$ cat config.mk
export PLATFORM = sky130hd
export DESIGN_NAME = hwpe_stream_lane_decoupler
export DESIGN_NICKNAME = d
export VERILOG_FILES = /design/src/rtl/hwpe_stream_lane_decoupler.sv
export SDC_FILE = /design/constraint.sdc
export NUM_CORES = 1
export LEC_CHECK = 0
export CORE_UTILIZATION = 50
export DETAILED_ROUTE_END_ITERATION = 16
export PLACE_DENSITY = 0.87
export SKIP_CTS_REPAIR_TIMING = 1
export SYNTH_ARGS = -nofsm -noshare
export SYNTH_HDL_FRONTEND = slang
export SYNTH_SLANG_ARGS = --single-unit
$ cat constraint.sdc
create_clock -name clk_i -period 6.3 [get_ports clk_i]
set_clock_uncertainty 0.15 [all_clocks]
set_input_delay 1.26 -clock clk_i [delete_from_list [all_inputs] [get_ports clk_i]]
set_output_delay 1.26 -clock clk_i [all_outputs]
set_load 0.05 [all_outputs]
$ cat src/rtl/hwpe_stream_lane_decoupler.sv
// Per-lane elastic FIFOs behind a stream splitter; absorbs lane-to-lane ready skew.
// Optional combinational fall-through on empty lanes: HWPE_STREAM_LANE_DECOUPLER_FALLTHROUGH_EN.
module hwpe_stream_lane_decoupler #(
    parameter int unsigned NB_LANES   = 2,
    parameter int unsigned DATA_WIDTH = 32,
    parameter int unsigned FIFO_DEPTH = 2
) (
    input  logic                             clk_i,
    input  logic                             rst_i,
    input  logic                             clear_i,
    input  logic [NB_LANES-1:0]              push_valid_i,
    output logic [NB_LANES-1:0]              push_ready_o,
    input  logic [NB_LANES*DATA_WIDTH-1:0]   push_data_i,
    input  logic [NB_LANES*DATA_WIDTH/8-1:0] push_strb_i,
    output logic [NB_LANES-1:0]              pop_valid_o,
    input  logic [NB_LANES-1:0]              pop_ready_i,
    output logic [NB_LANES*DATA_WIDTH-1:0]   pop_data_o,
    output logic [NB_LANES*DATA_WIDTH/8-1:0] pop_strb_o,
    output logic [NB_LANES-1:0]              empty_o,
    output logic [NB_LANES-1:0]              full_o,
    output logic                             idle_o
);

    localparam int unsigned SW = DATA_WIDTH / 8;
    localparam int unsigned EW = DATA_WIDTH + SW;
    localparam int unsigned AW = $clog2(FIFO_DEPTH);
    localparam int unsigned CW = $clog2(FIFO_DEPTH + 1);
    localparam logic [CW-1:0] CntFull = CW'(FIFO_DEPTH);

    for (genvar i = 0; i < NB_LANES; i++) begin : gen_lane
        logic [EW-1:0] mem_q [FIFO_DEPTH];
        logic [AW-1:0] wptr_q, rptr_q;
        logic [CW-1:0] cnt_q;
        logic [EW-1:0] push_word, pop_word;
        logic          empty, full, fwd, push_hs, pop_hs, skip, do_write, do_read;

        assign push_word = {push_strb_i[i*SW +: SW], push_data_i[i*DATA_WIDTH +: DATA_WIDTH]};
        assign empty     = (cnt_q == '0);
        assign full      = (cnt_q == CntFull);

`ifdef HWPE_STREAM_LANE_DECOUPLER_FALLTHROUGH_EN
        // Forwarding is suppressed in reset so outputs stay at their reset values.
        assign fwd = empty & ~rst_i;
`else
        assign fwd = 1'b0;
`endif

        assign pop_valid_o[i]  = ~empty | (fwd & push_valid_i[i]);
        assign pop_word        = fwd ? push_word : mem_q[rptr_q];
        assign push_ready_o[i] = ~full;

        assign push_hs = push_valid_i[i] & ~full;
        assign pop_hs  = pop_valid_o[i] & pop_ready_i[i];
        // A forwarded beat consumed in the same cycle never touches the storage.
        assign skip     = fwd & pop_hs;
        assign do_write = push_hs & ~skip & ~clear_i;
        assign do_read  = pop_hs & ~skip & ~clear_i;

        always_ff @(posedge clk_i or posedge rst_i) begin
            if (rst_i) begin
                wptr_q <= '0;
                rptr_q <= '0;
                cnt_q  <= '0;
                for (int unsigned k = 0; k < FIFO_DEPTH; k++) begin
                    mem_q[k] <= '0;
                end
            end else if (clear_i) begin
                wptr_q <= '0;
                rptr_q <= '0;
                cnt_q  <= '0;
            end else begin
                if (do_write) begin
                    mem_q[wptr_q] <= push_word;
                    wptr_q        <= wptr_q + AW'(1);
                end
                if (do_read) begin
                    rptr_q <= rptr_q + AW'(1);
                end
                if (do_write && !do_read) begin
                    cnt_q <= cnt_q + CW'(1);
                end else if (do_read && !do_write) begin
                    cnt_q <= cnt_q - CW'(1);
                end
            end
        end

        assign pop_data_o[i*DATA_WIDTH +: DATA_WIDTH] = pop_word[DATA_WIDTH-1:0];
        assign pop_strb_o[i*SW +: SW]                 = pop_word[EW-1:DATA_WIDTH];
        assign empty_o[i]                             = empty;
        assign full_o[i]                              = full;
    end

    assign idle_o = &empty_o;

endmodule

-- Word-level counts from Yosys, hierarchy flattened
Index checks and enable logic that the tools add are counted.
- flip-flop bits (word level): 152
- output and inout port bits: 81
- $add $sub $neg: 8
- reduce and logical (&&, ||, !) cells: 21
- mux-type cells: 26
- magnitude comparators: 6
- eq/ne operators: 2
- bitwise operators: 17
- operators by type and width (kind ; count):
    $mux 36 ; 8
    $bwmux 72 ; 2
    $demux 36 s1 ; 2
    $mux 2 ; 6
    $and 1x1->1 ; 8
    $ge 2x2->1 const B ; 4
    $mux 1 ; 8
    $not 1->2 ; 4
    $reduce_bool 2->1 ; 4
    $logic_and 1x1->1 ; 6
    $reduce_and 2->1 ; 3
    $reduce_bool 3->1 ; 2
    $not 1->1 ; 5
    $add 1x1->1 const B ; 4
    $add 2x1->2 const B ; 2
    $eq 2x2->1 const B ; 2
    $logic_not 1->1 ; 4
    $logic_not 2->1 ; 2
    $lt 2x1->1 const B ; 2
    $sub 2x1->2 const B ; 2

-- Depth between registers and ports, before layout
- depth in word-level cells: 9
- mapped depth: 5

-- Worst setup path before layout
No wires, ideal clock.
- path type: flip-flop to output port
- start: reg gen_lane[0].cnt_q[1]
- end: out idle_o
- required time: 4.890 ns
- cell stages (with the launch flop): 3
- setup slack: 3.343 ns
- arrival: 1.547 ns
- cells stage by stage: dfrtp_1 or2_2 nor2_1
- word-level cells in the longest chain between the ends: 2
- ends and longest elaborated chain (item ; RTL line ; source):
    start, declared ; 33 ; logic [CW-1:0] cnt_q;
    start signal, assigned ; 80 ; cnt_q <= cnt_q + CW'(1);
    start signal, assigned ; 82 ; cnt_q <= cnt_q - CW'(1);
    $logic_not 2->1 ; 38 ; assign empty = (cnt_q == '0);
    $reduce_and 2->1 ; 93 ; assign idle_o = &empty_o;
    end, declared ; 21 ; output logic idle_o
No other way between the ends.

-- Worst setup path in the final report
- start: reg gen_lane[0].rptr_q
- end: out pop_strb_o[1]
- word-level cells in the longest chain between the ends: 4
- ends and longest elaborated chain (item ; RTL line ; source):
    start, declared ; 32 ; logic [AW-1:0] wptr_q, rptr_q;
    start signal, assigned ; 77 ; rptr_q <= rptr_q + AW'(1);
    $not 1->2 (implied by the code) ; 49 ; assign pop_word = fwd ? push_word : mem_q[rptr_q];
    $mux 36 (implied by the code) (3 in series) ; 49 ;
    end, declared ; 18 ; output logic [NB_LANES*DATA_WIDTH/8-1:0] pop_strb_o,
No other way between the ends. The select of a mux whose other input is x is not followed.

==> out/qor.txt <==
First-pass GRT wire length - 22600 um
Sequential area share after synthesis - 55.6%
Max-slew violation count - 0
Status - complete, no violations
N_diodes - 0
Switching share of power - 32.8%
DR iter-0 viols - 253
Critical Path AT - 2480 ps
Worst-path clk slew - 50 ps
Combinational share of power - 34.9%
Setup crit end kind - primary output
Rel. slew slack - 32.0%
Area Overhead vs Synth - 33.0%
HP Class - register to register
P_int - 2.33 mW
Synth Area in Adders - 0%
Post-synthesis compound-gate area fraction - 1.32%
RSZ-0062 raised after global routing - no
Pre-CTS setup slack - 2740 ps
Row count - 42
Core Area - 13300 um2
Die area - 14100 um2
Setup TNS Final - 0 ps
Peak VDD IR - 0.224 mV
First-pass DRT Iterations - 4
Synth Cell Area - 6840 um2
Top Ports - 160
Post-synth top area share - 55.6%
Maximum root-to-sink buffer count - 2
Power per Cell Area - 381 nW/um2
Port bufs - 159
Final Worst Setup Slack - 2410 ps
Root buffer cell - clkbuf_16
Mean cell area of the mapped netlist - 15.6 um2
Leak pwr - 3.84 nW
Clock share of power - 26.7%
Sw Pwr - 1.13 mW
Nets@finish - 678
Die width - 119 um
Wire per inst - 17.2 um
CP required - 4890 ps
Critical Path Start Type - register
Height of the die - 119 um
Max-cap violations - 0
Via count - 4183
XOR/XNOR share of the synthesized area - 0.256%
Worst slew pin tran - 1020 ps
Synth area leader - dfrtp_1
FFs w/ async S/R, synth - 100%
Yosys warns - 0
Post-route ant nets - 0
Number of flops mapped to enable cells by yosys - 0
Commonest cells after routing, fill and taps aside - clkdlybuf4s50_1, mux2_2, dfrtp_1, mux2_4, mux2_1
Layout cell share with drive strength beyond 1 - 38.5%
Initial core utilization - 51.4%
Post-Synth Simple-Gate Area - 2.49%
Number of remaining DRC errors - 0
Fin crit share - 61.7%
Layout filler cell count - 928
CTS tree - yes
Post-synthesis mux area share - 37.5%
GRT overflow - 0
Main combinational cell family by area after synthesis - multiplexers
Worst Path Class, Setup - register to primary output
Num CTS Buffers - 17
Post-synthesis register bit count - 152
H-tree lvl count - 4
Post-Syn Instances - 439
Synth cell types - 26
GPL Wtd Cong - 0.763
Syn nets - 518
Most used DFF post-synth - dfrtp_1
Pin count of the biggest net entering global routing - 118
Final setup fails - 0
Flop pwr share - 38.4%
Hpwl dp - 8860 um
Fmax - 257 MHz
Final hold vios - 0
Gr usage total - 20.6%
Post-DR vias/cell - 5.32
Commonest non-fill, non-tap cell in the layout - clkdlybuf4s50_1
Initial antenna violation count - 0
CP Max Fanout - 33
Total clock sinks - 152
Clock latency at the later pin of the worst-skew pair - 410 ps
Synth area leaders - dfrtp_1, mux2_2, mux2_4
Min Tclk post-route - 3890 ps
Drt total wl - 13600 um
Vias in the first global route - 4534
cell usage after synthesis, types with 2 or more instances:
cell type    n
a21oi_1      8
buf_2        7
nor3b_1      2
o211ai_1     2
mux2_1      30
nand3b_1     2
clkbuf_1     8
mux2i_1      2
buf_6        6
inv_2        4
or2_2        4
nor4_4       2
nor2_1       3
inv_1        3
mux2_4      30
o21ai_0      4
a21o_1       2
buf_4        4
mux2_2     156
dfrtp_1    152
nand4b_2     2
xor2_1       2
final timing paths:
check | cells after the start | start | endpoint | slack, ps
max | 3 | gen_lane[0].rptr_q | pop_strb_o[1] | 2410
min | 1 | gen_lane[0].mem_q[39] | gen_lane[0].mem_q[39] | 330
max reg2reg | 5 | gen_lane[1].cnt_q[1] | gen_lane[1].mem_q[69] | 4190
min reg2reg | 1 | gen_lane[0].mem_q[39] | gen_lane[0].mem_q[39] | 330
max in group asynchronous | 3 | rst_i | gen_lane[1].wptr_q | 3610
min in group asynchronous | 2 | rst_i | gen_lane[0].mem_q[65] | 1320
metrics by stage:
stage                     utilization [%]  hold slack (ps)  total power, mW  std cells  cell area [um2]
after floorplan                         -              304             2.20        439             6840
after global placement               64.2              313             2.51        756             8540
after detailed placement             64.2              321             2.55        756             8540
after CTS                            68.4              333             3.50        786             9090
after global routing                 68.4              347             3.62        786             9090
final                                68.4              327             3.46        786             9090
state kept, by name (all words and copies together), names as in the netlist:
register / count
gen_lane.cnt_q: 4
gen_lane.mem_q: 144
gen_lane.rptr_q: 2
gen_lane.wptr_q: 2
critical path: stages (launching register included):
cell and delay [ps]:
dfrtp_1 460, buf_4 470, mux2_2 390, clkdlybuf4s50_1 730
cell type report:
class	count	area, um2	area share (%)
well taps	176	220	2.42
flip-flops and latches	152	3800	41.9
repair buffers	166	1640	18.1
clock inverters	2	10.0	0.110
multi-input cells	255	2840	31.3
clock buffers	28	537	5.91
inverters	7	31.3	0.344
routing by layer:
metal | part of all wire, % | routed length (um) | global-route usage (%) | vias up
met5 | 0 | 0 | 0 | -
met4 | 1.1 | 145 | 6.88 | 0
met3 | 8.4 | 1140 | 8.67 | 15
met2 | 47 | 6400 | 32.2 | 143
met1 | 43 | 5870 | 25.7 | 2133
li1 | - | - | - | 1892
power by group through the flow:
| stage | Clock (mW) | Sequential (mW) | Combinational (mW) |
|---|---|---|---|
| 6_report | 0.924 | 1.33 | 1.21 |
| 5_1_grt | 0.994 | 1.36 | 1.27 |
| 4_1_cts | 0.951 | 1.33 | 1.22 |
| 3_5_place_dp | 0 | 1.34 | 1.21 |
| 3_3_place_gp | 0 | 1.32 | 1.19 |
| 2_1_floorplan | 0 | 1.30 | 0.901 |
cells by family (layout without fill, tap and decap cells):
logic type | count (synthesis) | count (layout)
mux | 218 | 218
flops | 152 | 152
buf+inv | 32 | 203
simple gates | 19 | 19
compound gates | 16 | 16
xor+xnor | 2 | 2
No activity file was read; power rests on OpenSTA's default activity.
==> RTL change, RTL diff (same flow settings) <==
Add a define of `HWPE_STREAM_LANE_DECOUPLER_FALLTHROUGH_EN`.
--- a/src/rtl/hwpe_stream_lane_decoupler.sv
+++ b/src/rtl/hwpe_stream_lane_decoupler.sv
@@ -1,4 +1,6 @@
 // Per-lane elastic FIFOs behind a stream splitter; absorbs lane-to-lane ready skew.
 // Optional combinational fall-through on empty lanes: HWPE_STREAM_LANE_DECOUPLER_FALLTHROUGH_EN.
+`define HWPE_STREAM_LANE_DECOUPLER_FALLTHROUGH_EN
+
 module hwpe_stream_lane_decoupler #(
     parameter int unsigned NB_LANES   = 2,
Function: changed (a bounded check fails within 4 cycles, from zero or initial values and one cycle with rst_i high).
==> RTL change against the unedited design <==
Power increased by 11%. Wire length is 17% higher. Worst hold slack better by 23 ps. Critical endpoint is now pop_data_o[30]. Critical path type is now input port to output port. Sequential power increased by 11%. Worst setup slack worse by 1500 ps. Largest power group is now combinational cells. Die area is 9.6% higher. Global-route usage rose by 1.1 points. Area after synthesis grew 9.8%. Sequential cell count stayed put. Cell area rose by 11%.
==> RTL change: results <==
set metrics [dict create \
    ys_seq_area_frac 0.5068 \
    met1_length_um 7203 \
    reg2reg_from "gen_lane[0].cnt_q[1]" \
    finalSetupTns_ps 0 \
    worst_slew_pin_slew_ps 1205 \
    grt_pass1_vias 5339 \
    ir_worst_vdd_v 0.0002055 \
    p_leak_nw 4.108 \
    postRouteWirelength_um 15900 \
    grt_max_degree 83 \
    cts-root-buf "clkbuf_16" \
    gr-usage-met2 0.3451 \
    swShare 0.3514 \
    viasPerCell 5.377 \
    p_clk_frac 0.234 \
    yosysWarnings 0 \
    met3_usage 0.06443 \
    holdCritStartpoint "gen_lane[1].mem_q[56]" \
    grt_antenna_before_repair 0 \
    p_int_mw 2.503 \
    post-place-cells 915 \
    gp_congestion 0.7531 \
    numCtsBuffers 17 \
    antenna_cells 0 \
    io_buffer_count 159 \
    grt_usage 0.2169 \
    crit_path_start_kind "input port" \
    dr.pass1.iters 4 \
    nets 829 \
    drt-initial-drc-count 223 \
    status "complete, no violations" \
    synth_cell_types 35 \
    drive_above_1_share 0.3386 \
    grt_pass1_wl_um 26670 \
    synth_area_per_cell_um2 12.34 \
    clockBufferDepth 2 \
    hpwl_um 10480 \
    yosys-top-cells-area "dfrtp_1 (51%), mux2_2 (17%), mux2i_1 (9.6%)" \
    cp.arrival_ps 3950 \
    reg_top3 "gen_lane.mem_q: 144 flops, gen_lane.cnt_q: 4 flops" \
    path_max_fanout 47 \
    hp-class "flip-flop to flip-flop" \
    fillers 1005 \
    synth_nets 687 \
    startpoint "rst_i" \
    synthArstFlopShare 1.000 \
    path_clk_slew_ps 50 \
    clock_latency_ps 410 \
    finalNonFillerCells 946 \
    use_met1 0.2832 \
    synth.top_cells.by_count "dfrtp_1 (152), mux2_2 (114), nor2_1 (78)" \
    h-tree-depth 4 \
    dr.max_layer_used "met4" \
    p_seq_frac 0.380 \
    wl_met2_um 7576 \
    met3_length_um 948 \
    place_ws_ps 905.8 \
    placed_area_um2 9588 \
]
RTL change: cell types whose count changed in the layout (fill, tap and decap cells not counted), moves of 24 or more:
| cell | change |
|---|---|
| a21oi_2 | +47 |
| nor2_1 | +75 |
| mux2_2 | -42 |
| mux2_1 | -29 |
| mux2i_1 | +70 |
| a21oi_4 | +24 |
RTL change: kinds of logic (layout without fill, tap and decap cells):
kind of cell           Yosys count  after routing  share of synthesized area
buffers and inverters           50            204                    0.04218
flip-flops                     152            152                     0.5068
AO/OA/AOI/OAI                   87             87                    0.06152
AND/OR/NAND/NOR                 99             99                    0.05819
XOR/XNOR                         4              4                   0.004668
multiplexers                   216            216                     0.3266
RTL change: cell type report:
| type | count | area, µm² | area share |
|---|---|---|---|
| multi-input combinational | 406 | 3849 | 0.3807 |
| sequential | 152 | 3806 | 0.3765 |
| timing repair buffer | 167 | 1677 | 0.1658 |
| clock buffer | 28 | 506.7 | 0.05012 |
| tap | 184 | 230.2 | 0.02277 |
| inverter | 6 | 26.28 | 0.002599 |
| clock inverter | 3 | 15.01 | 0.001485 |
RTL change: worst max-delay path, stage by stage:
cell	delay (ps)
clkdlybuf4s50_1	560
clkinvlp_4	280
nand2_4	420
buf_12	330
nor2_1	120
a21oi_4	120
clkdlybuf4s50_1	820
RTL change: worst paths after layout:
| kind | to | slack (ps) | cells after the start |
|---|---|---|---|
| max | pop_data_o[30] | 940 | 7 |
| min | gen_lane[1].mem_q[56] | 350 | 1 |
| max reg2reg | gen_lane[0].mem_q[43] | 3740 | 4 |
| min reg2reg | gen_lane[1].mem_q[56] | 350 | 1 |
| max in group asynchronous | gen_lane[0].rptr_q | 3680 | 3 |
| min in group asynchronous | gen_lane[1].rptr_q | 1060 | 2 |
